--- src/rtl/ddr_bmp_pixel_reader.sv ---
// Streams a bottom-up 24-bit BMP pixel array out of byte-wide image memory as
// top-down, left-to-right RGB pixels with a valid/ready handshake.
module ddr_bmp_pixel_reader #(
  parameter int HEADER_BYTES = 54,
  parameter int IMG_WIDTH    = 100,
  parameter int IMG_HEIGHT   = 60,
  parameter int ADDR_W       = 15
) (
  input  logic              clk,
  input  logic              reset,
  input  logic              start,
  output logic              busy,
  output logic              done,
  output logic [ADDR_W-1:0] mem_address,
  output logic              mem_chipselect,
  output logic              mem_write,
  output logic              mem_clken,
  input  logic [7:0]        mem_readdata,
  output logic [23:0]       out_data,
  output logic              out_valid,
  input  logic              out_ready,
  output logic              out_sop,
  output logic              out_eop
);

  // state  | meaning
  // IDLE   | waiting for start
  // RD_B   | blue byte address on the bus
  // RD_G   | green byte address on the bus, blue byte captured
  // RD_R   | red byte address on the bus, green byte captured
  // CAP    | red byte captured, pixel complete
  // OUT    | pixel presented, waiting for out_ready

  localparam int ROW_STRIDE = ((3 * IMG_WIDTH + 3) / 4) * 4;
  localparam int COL_W      = $clog2(IMG_WIDTH + 1);
  localparam int ROW_W      = $clog2(IMG_HEIGHT + 1);

  localparam logic [ADDR_W-1:0] LAST_ROW_BASE =
    ADDR_W'(HEADER_BYTES + (IMG_HEIGHT - 1) * ROW_STRIDE);
  localparam logic [ADDR_W-1:0] STRIDE   = ADDR_W'(ROW_STRIDE);
  localparam logic [COL_W-1:0]  LAST_COL = COL_W'(IMG_WIDTH - 1);
  localparam logic [ROW_W-1:0]  LAST_ROW = ROW_W'(IMG_HEIGHT - 1);

  typedef enum logic [2:0] {
    IDLE,
    RD_B,
    RD_G,
    RD_R,
    CAP,
    OUT
  } state_t;

  state_t state, state_nxt;

  logic [COL_W-1:0]  col;
  logic [ROW_W-1:0]  row;
  logic [ADDR_W-1:0] row_base;
  logic [ADDR_W-1:0] col_off;
  logic              last_col;
  logic              last_pix;
  logic              xfer;

  assign last_col = (col == LAST_COL);
  assign last_pix = last_col && (row == LAST_ROW);
  assign xfer     = (state == OUT) && out_ready;

  always_ff @(posedge clk or posedge reset) begin
    if (reset) state <= IDLE;
    else       state <= state_nxt;
  end

  always_comb begin
    state_nxt = state;
    case (state)
      IDLE:    if (start) state_nxt = RD_B;
      RD_B:    state_nxt = RD_G;
      RD_G:    state_nxt = RD_R;
      RD_R:    state_nxt = CAP;
      CAP:     state_nxt = OUT;
      OUT:     if (out_ready) state_nxt = last_pix ? IDLE : RD_B;
      default: state_nxt = IDLE;
    endcase
  end

  // Address is driven only while a read is in flight so the bus idles at zero.
  always_comb begin
    mem_address    = '0;
    mem_chipselect = 1'b0;
    case (state)
      RD_B: begin
        mem_address    = row_base + col_off;
        mem_chipselect = 1'b1;
      end
      RD_G: begin
        mem_address    = row_base + col_off + ADDR_W'(1);
        mem_chipselect = 1'b1;
      end
      RD_R: begin
        mem_address    = row_base + col_off + ADDR_W'(2);
        mem_chipselect = 1'b1;
      end
      default: ;
    endcase
  end

  assign busy      = (state != IDLE);
  assign mem_clken = busy;
  assign mem_write = 1'b0;

  always_ff @(posedge clk or posedge reset) begin
    if (reset) begin
      col       <= '0;
      row       <= '0;
      row_base  <= '0;
      col_off   <= '0;
      out_data  <= '0;
      out_valid <= 1'b0;
      out_sop   <= 1'b0;
      out_eop   <= 1'b0;
      done      <= 1'b0;
    end else begin
      done      <= xfer && last_pix;
      out_valid <= (state_nxt == OUT);

      if (state == IDLE && start) begin
        col      <= '0;
        row      <= '0;
        row_base <= LAST_ROW_BASE;
        col_off  <= '0;
      end

      // Read data lags its address by one cycle, hence capture one state late.
      if (state == RD_G) out_data[7:0]   <= mem_readdata;
      if (state == RD_R) out_data[15:8]  <= mem_readdata;
      if (state == CAP) begin
        out_data[23:16] <= mem_readdata;
        out_sop         <= (row == '0) && (col == '0);
        out_eop         <= last_pix;
      end

      if (xfer) begin
        out_sop <= 1'b0;
        out_eop <= 1'b0;
        if (last_col) begin
          col      <= '0;
          col_off  <= '0;
          row      <= row + ROW_W'(1);
          row_base <= row_base - STRIDE;
        end else begin
          col     <= col + COL_W'(1);
          col_off <= col_off + ADDR_W'(3);
        end
      end
    end
  end

endmodule
--- config.mk ---
export PLATFORM = sky130hd
export DESIGN_NAME = ddr_bmp_pixel_reader
export DESIGN_NICKNAME = d
export VERILOG_FILES = /design/src/rtl/ddr_bmp_pixel_reader.sv
export SDC_FILE = /design/constraint.sdc
export NUM_CORES = 1
export LEC_CHECK = 0
export ABC_AREA = 0
export ABC_CLOCK_PERIOD_IN_PS = 2950
export BUFFER_PORTS_ARGS = -buffer_cell sky130_fd_sc_hd__buf_4
export CAP_MARGIN = 10
export CORE_MARGIN = 1
export CORE_UTILIZATION = 55
export CTS_BUF_LIST = sky130_fd_sc_hd__clkbuf_2
export DETAILED_ROUTE_END_ITERATION = 8
export PLACE_DENSITY = 0.81
export SLEW_MARGIN = 20
export SYNTH_ARGS = -nofsm -noshare
export SYNTH_HDL_FRONTEND = slang
export SYNTH_SLANG_ARGS = --single-unit
--- constraint.sdc ---
create_clock -name clk -period 2.95 [get_ports clk]
set_input_delay 0.1475 -clock clk [delete_from_list [all_inputs] [get_ports clk]]
set_output_delay 0.1475 -clock clk [all_outputs]
set_load 0.01 [all_outputs]
==> results.tsv <==
stage	metric	value	unit
route	drtAntennaViolNets	0	
final_layout	final_common_cell	buf_4	
placed_design	place_congestion	0.899	
timing	maxSlewViolCount	0	
timing	fin_crit_sh	124	%
synthesis	synthCells	578	
synthesis	syn_avg_cell_area	8.43	um2
pwr	p_leak	2.93	nW
synthesis	yosysWarnings	0	
critical_path	required	2800	ps
critical_path	cp.buffers_inverters	1	
clock_tree	clkLatencyLatePin	590	ps
synthesis	ys_types	66	
route	firstDrtPassIters	7	
critical_path	cp_max_fo	4	
route	wl_met1	6210	um
clock_tree	cts.sinks	74	
placed_design	place_ws	-124	ps
final_layout	multi_input_area	0.00321	mm2
clock_tree	ctsLongestPathBuffers	2	
status	status	finished with violations	
pwr	comb_power_share	54.8	%
synthesis	async_flop_share	100	%
final_layout	final_cell_mix	buf_4, nand2_1, dfrtp_1, nor2_1, o21ai_0	
floorplanning	ios	59	
synthesis	synthesis.area	0.00487	mm2
route	route.met3.wl	1510	um
timing	min_period	3670	ps
critical_path	slowest_delay	630	ps
final_layout	num_antenna_cells	0	
pwr	switching_share	43.1	%
clock_tree	path_clk_slew	290	ps
route	vias_per_cell	6.54	
placed_design	io_buffers	57	
status	violations	setup timing	
timing	worst_pin_slew	762	ps
floorplanning	die_height	96.1	um
route	wl_met2	7830	um
grt	grt_max_degree	40	
pwr	seqPwrFrac	31.3	%
grt	grt.total_usage	32.3	%
synthesis	ys_ff_latch	74	
critical_path	crit_chain	ha_4 -> a21o_4 -> a221oi_4 -> o221ai_2 -> a2111oi_1 -> nor3_2 -> nor2_1 -> a41oi_2 -> o211ai_1 -> buf_4	
route	vias	5353	
pwr	p_int	2.60	mW
grt	grt_pass1_wl	22900	um
final_layout	layout.nets	743	
clock_tree	numCtsBuffers	9	
clock_tree	htree_levels	3	
final_layout	drive_gt1_share	33.1	%
synthesis	synth-main-ff-cell	dfrtp_1	
timing	fmax	272	MHz
clock_tree	clockRootBuffer	clkbuf_2	
pwr	p_sw	1.97	mW
route	first_iter_violations	570	
floorplanning	die_w	96.1	um
critical_path	arrival	3520	ps
synthesis	synth_edf_count	0	
critical_path	crit_type	reg2out	
final_layout	seq_area	0.00185	mm2
pwr	p_total	4.57	mW
route	wirelength	16500	um
critical_path	worstSetupStartpointType	flip-flop	
pwr	ir_worst_vdd	0.000388	V
pwr	powerDensity	696	mW/mm2
worst_hold_path	hold_path_class	in2async	
synthesis	synth_fp_nets	613	
route	detail_route.wl_per_cell	20.2	um
critical_path	cpLargestDelayFamily	compound AO/OA/AOI/OAI gates	
route	topRoutingLayerUsed	met4	
final_layout	final.fill_count	480	
floorplanning	initial_utilization	58.1	%
clock_tree	tritoncts	built	
floorplanning	core_area	0.00838	mm2
timing	maxSlewHeadroom	49.2	%
critical_path	crit_path_top_delay_cell	a2111oi_1	
grt	grt_antenna_before_repair	0	
pwr	clock_power_share	13.9	%
placed_design	dp_hpwl	9090	um
timing	finClkSkew	71.6	ps
timing	fin_ws	-721	ps
grt	grt_pass1_vias	4772	
run	maxCapViolations	0	
grt	grt_overflow	0	
floorplanning	die_area	0.00924	mm2
synthesis	synth-seq-area-share	38.0	%
timing	rsz0062_at_grt	yes	
timing	setup_viol	13	
route	drc_errors	0	
floorplanning	rows	33	
critical_path	endpoint_kind	output pin	
final_layout	syn2layout_area_growth	34.8	%
timing	finalHoldViolCount	0	
==> path summary, 6_finish.rpt <==
path / to / start / cells after the start / slack, ps
min: out_data[18] / reset / 3 / 200
max in group asynchronous: col_off[2] / reset / 4 / 2000
min in group clk: out_data[23] / mem_readdata[7] / 4 / 300
max reg2reg: col_off[14] / col_off[0] / 13 / 300
max: mem_address[14] / row_base[1] / 10 / -720
min reg2reg: row_base[14] / row_base[14] / 1 / 510
==> stage by stage <==
step / utilization (%) / std cells / setup TNS [ps] / hold slack [ps] / cell area [um2]
6_report: 78.3 / 818 / -5040 / 195 / 6570
5_1_grt: 78.3 / 818 / -6370 / 249 / 6570
4_1_cts: 76.2 / 810 / -3450 / 229 / 6380
3_5_place_dp: 67.6 / 763 / -231 / 332 / 5670
3_3_place_gp: 67.6 / 763 / -28.4 / 336 / 5670
2_1_floorplan: - / 578 / 0 / 253 / 4870
==> area by class of cell <==
class	count	area share, %
Clock buffer	9	0.686
Clock inverter	7	1.26
Inverter	20	1.14
Multi-Input combinational cell	459	48.9
Sequential cell	74	28.2
Tap cell	105	2.00
Timing Repair Buffer	144	17.8
==> flip-flops by register name, summed over array words and instances (netlist names) <==
| register | flops |
|---|---|
| state | 3 |
| out_sop | 1 |
| col_off | 15 |
| out_valid | 1 |
| row | 6 |
| out_data | 24 |
| out_eop | 1 |
| col | 7 |
| done | 1 |
| row_base | 15 |
==> layer usage <==
metal | global-route usage [%] | vias up
li1 | - | 2319
met5 | 0 | -
met1 | 41.3 | 2485
met4 | 14.9 | 0
met2 | 52.8 | 427
met3 | 6.32 | 122
==> power by group through the flow <==
stage               registers, mW  logic (mW)  clock network, mW
global placement             1.41        1.95                  0
detailed placement           1.43        2.02                  0
floorplan                    1.48        1.08                  0
finish                       1.43        2.51              0.636
CTS                          1.41        2.22              0.637
global route                 1.45        2.67              0.679
==> synth_stat cells (3+ instances only) <==
cell type | instances | area, um2
o21ai_0 | 61 | 305
nand3b_1 | 4 | 30.0
ha_1 | 22 | 275
nor3_1 | 15 | 75.1
a211oi_1 | 5 | 37.5
nand2_1 | 89 | 334
clkbuf_1 | 15 | 56.3
mux2_2 | 16 | 180
dfrtp_1 | 74 | 1850
o31ai_1 | 4 | 30.0
or3_1 | 3 | 18.8
xnor2_1 | 11 | 96.3
nor2_1 | 57 | 214
and3_1 | 13 | 81.3
nor2b_1 | 5 | 31.3
a31oi_1 | 9 | 56.3
inv_1 | 20 | 75.1
nand4b_1 | 3 | 26.3
and2_1 | 7 | 43.8
a22oi_1 | 6 | 45.0
buf_4 | 3 | 22.5
nand2b_1 | 5 | 31.3
a41oi_1 | 3 | 26.3
nor3b_1 | 3 | 22.5
nand3_1 | 22 | 110
nand4_1 | 9 | 56.3
mux2i_1 | 5 | 50.1
a21o_1 | 7 | 52.6
o211ai_1 | 3 | 22.5
xor2_1 | 8 | 70.1
a21oi_1 | 25 | 125
buf_6 | 4 | 45.0
==> cell families (layout without fill, tap and decap cells) <==
logic type / Yosys count / count (layout) / share of synthesized area, %
AND/OR/NAND/NOR: 250 / 250 / 24.7
AO/OA/AOI/OAI: 144 / 144 / 18.4
flip-flops: 74 / 74 / 38.0
buffers and inverters: 45 / 180 / 4.37
adder cells (fa/ha/maj): 23 / 23 / 6.06
multiplexers: 22 / 22 / 4.96
XOR/XNOR: 19 / 19 / 3.42
other: 1 / 1 / 0.0770
==> what timing repair did <==
| item | in CTS | in global routing |
|---|---|---|
| gates resized for setup | 68 | 32 |
| hold buffers | 11 | 0 |
| endpoints found under the hold margin | 63 | 0 |
| pin swaps | 39 | 24 |
| setup buffers | 25 | 12 |
| endpoints found under the setup margin | 13 | 13 |
| cloned | 0 | 0 |
==> worst reg2reg max path, stage by stage, from the launching register on <==
cell	delay, ps
dfrtp_1	460
buf_4	140
buf_4	100
buf_4	120
inv_1	50
ha_1	240
and3b_1	280
and3_1	210
and3_1	200
and3_1	200
and3_1	220
nand3_1	100
xor2_1	150
o21ai_0	130
(Power assumes the default switching activity.)
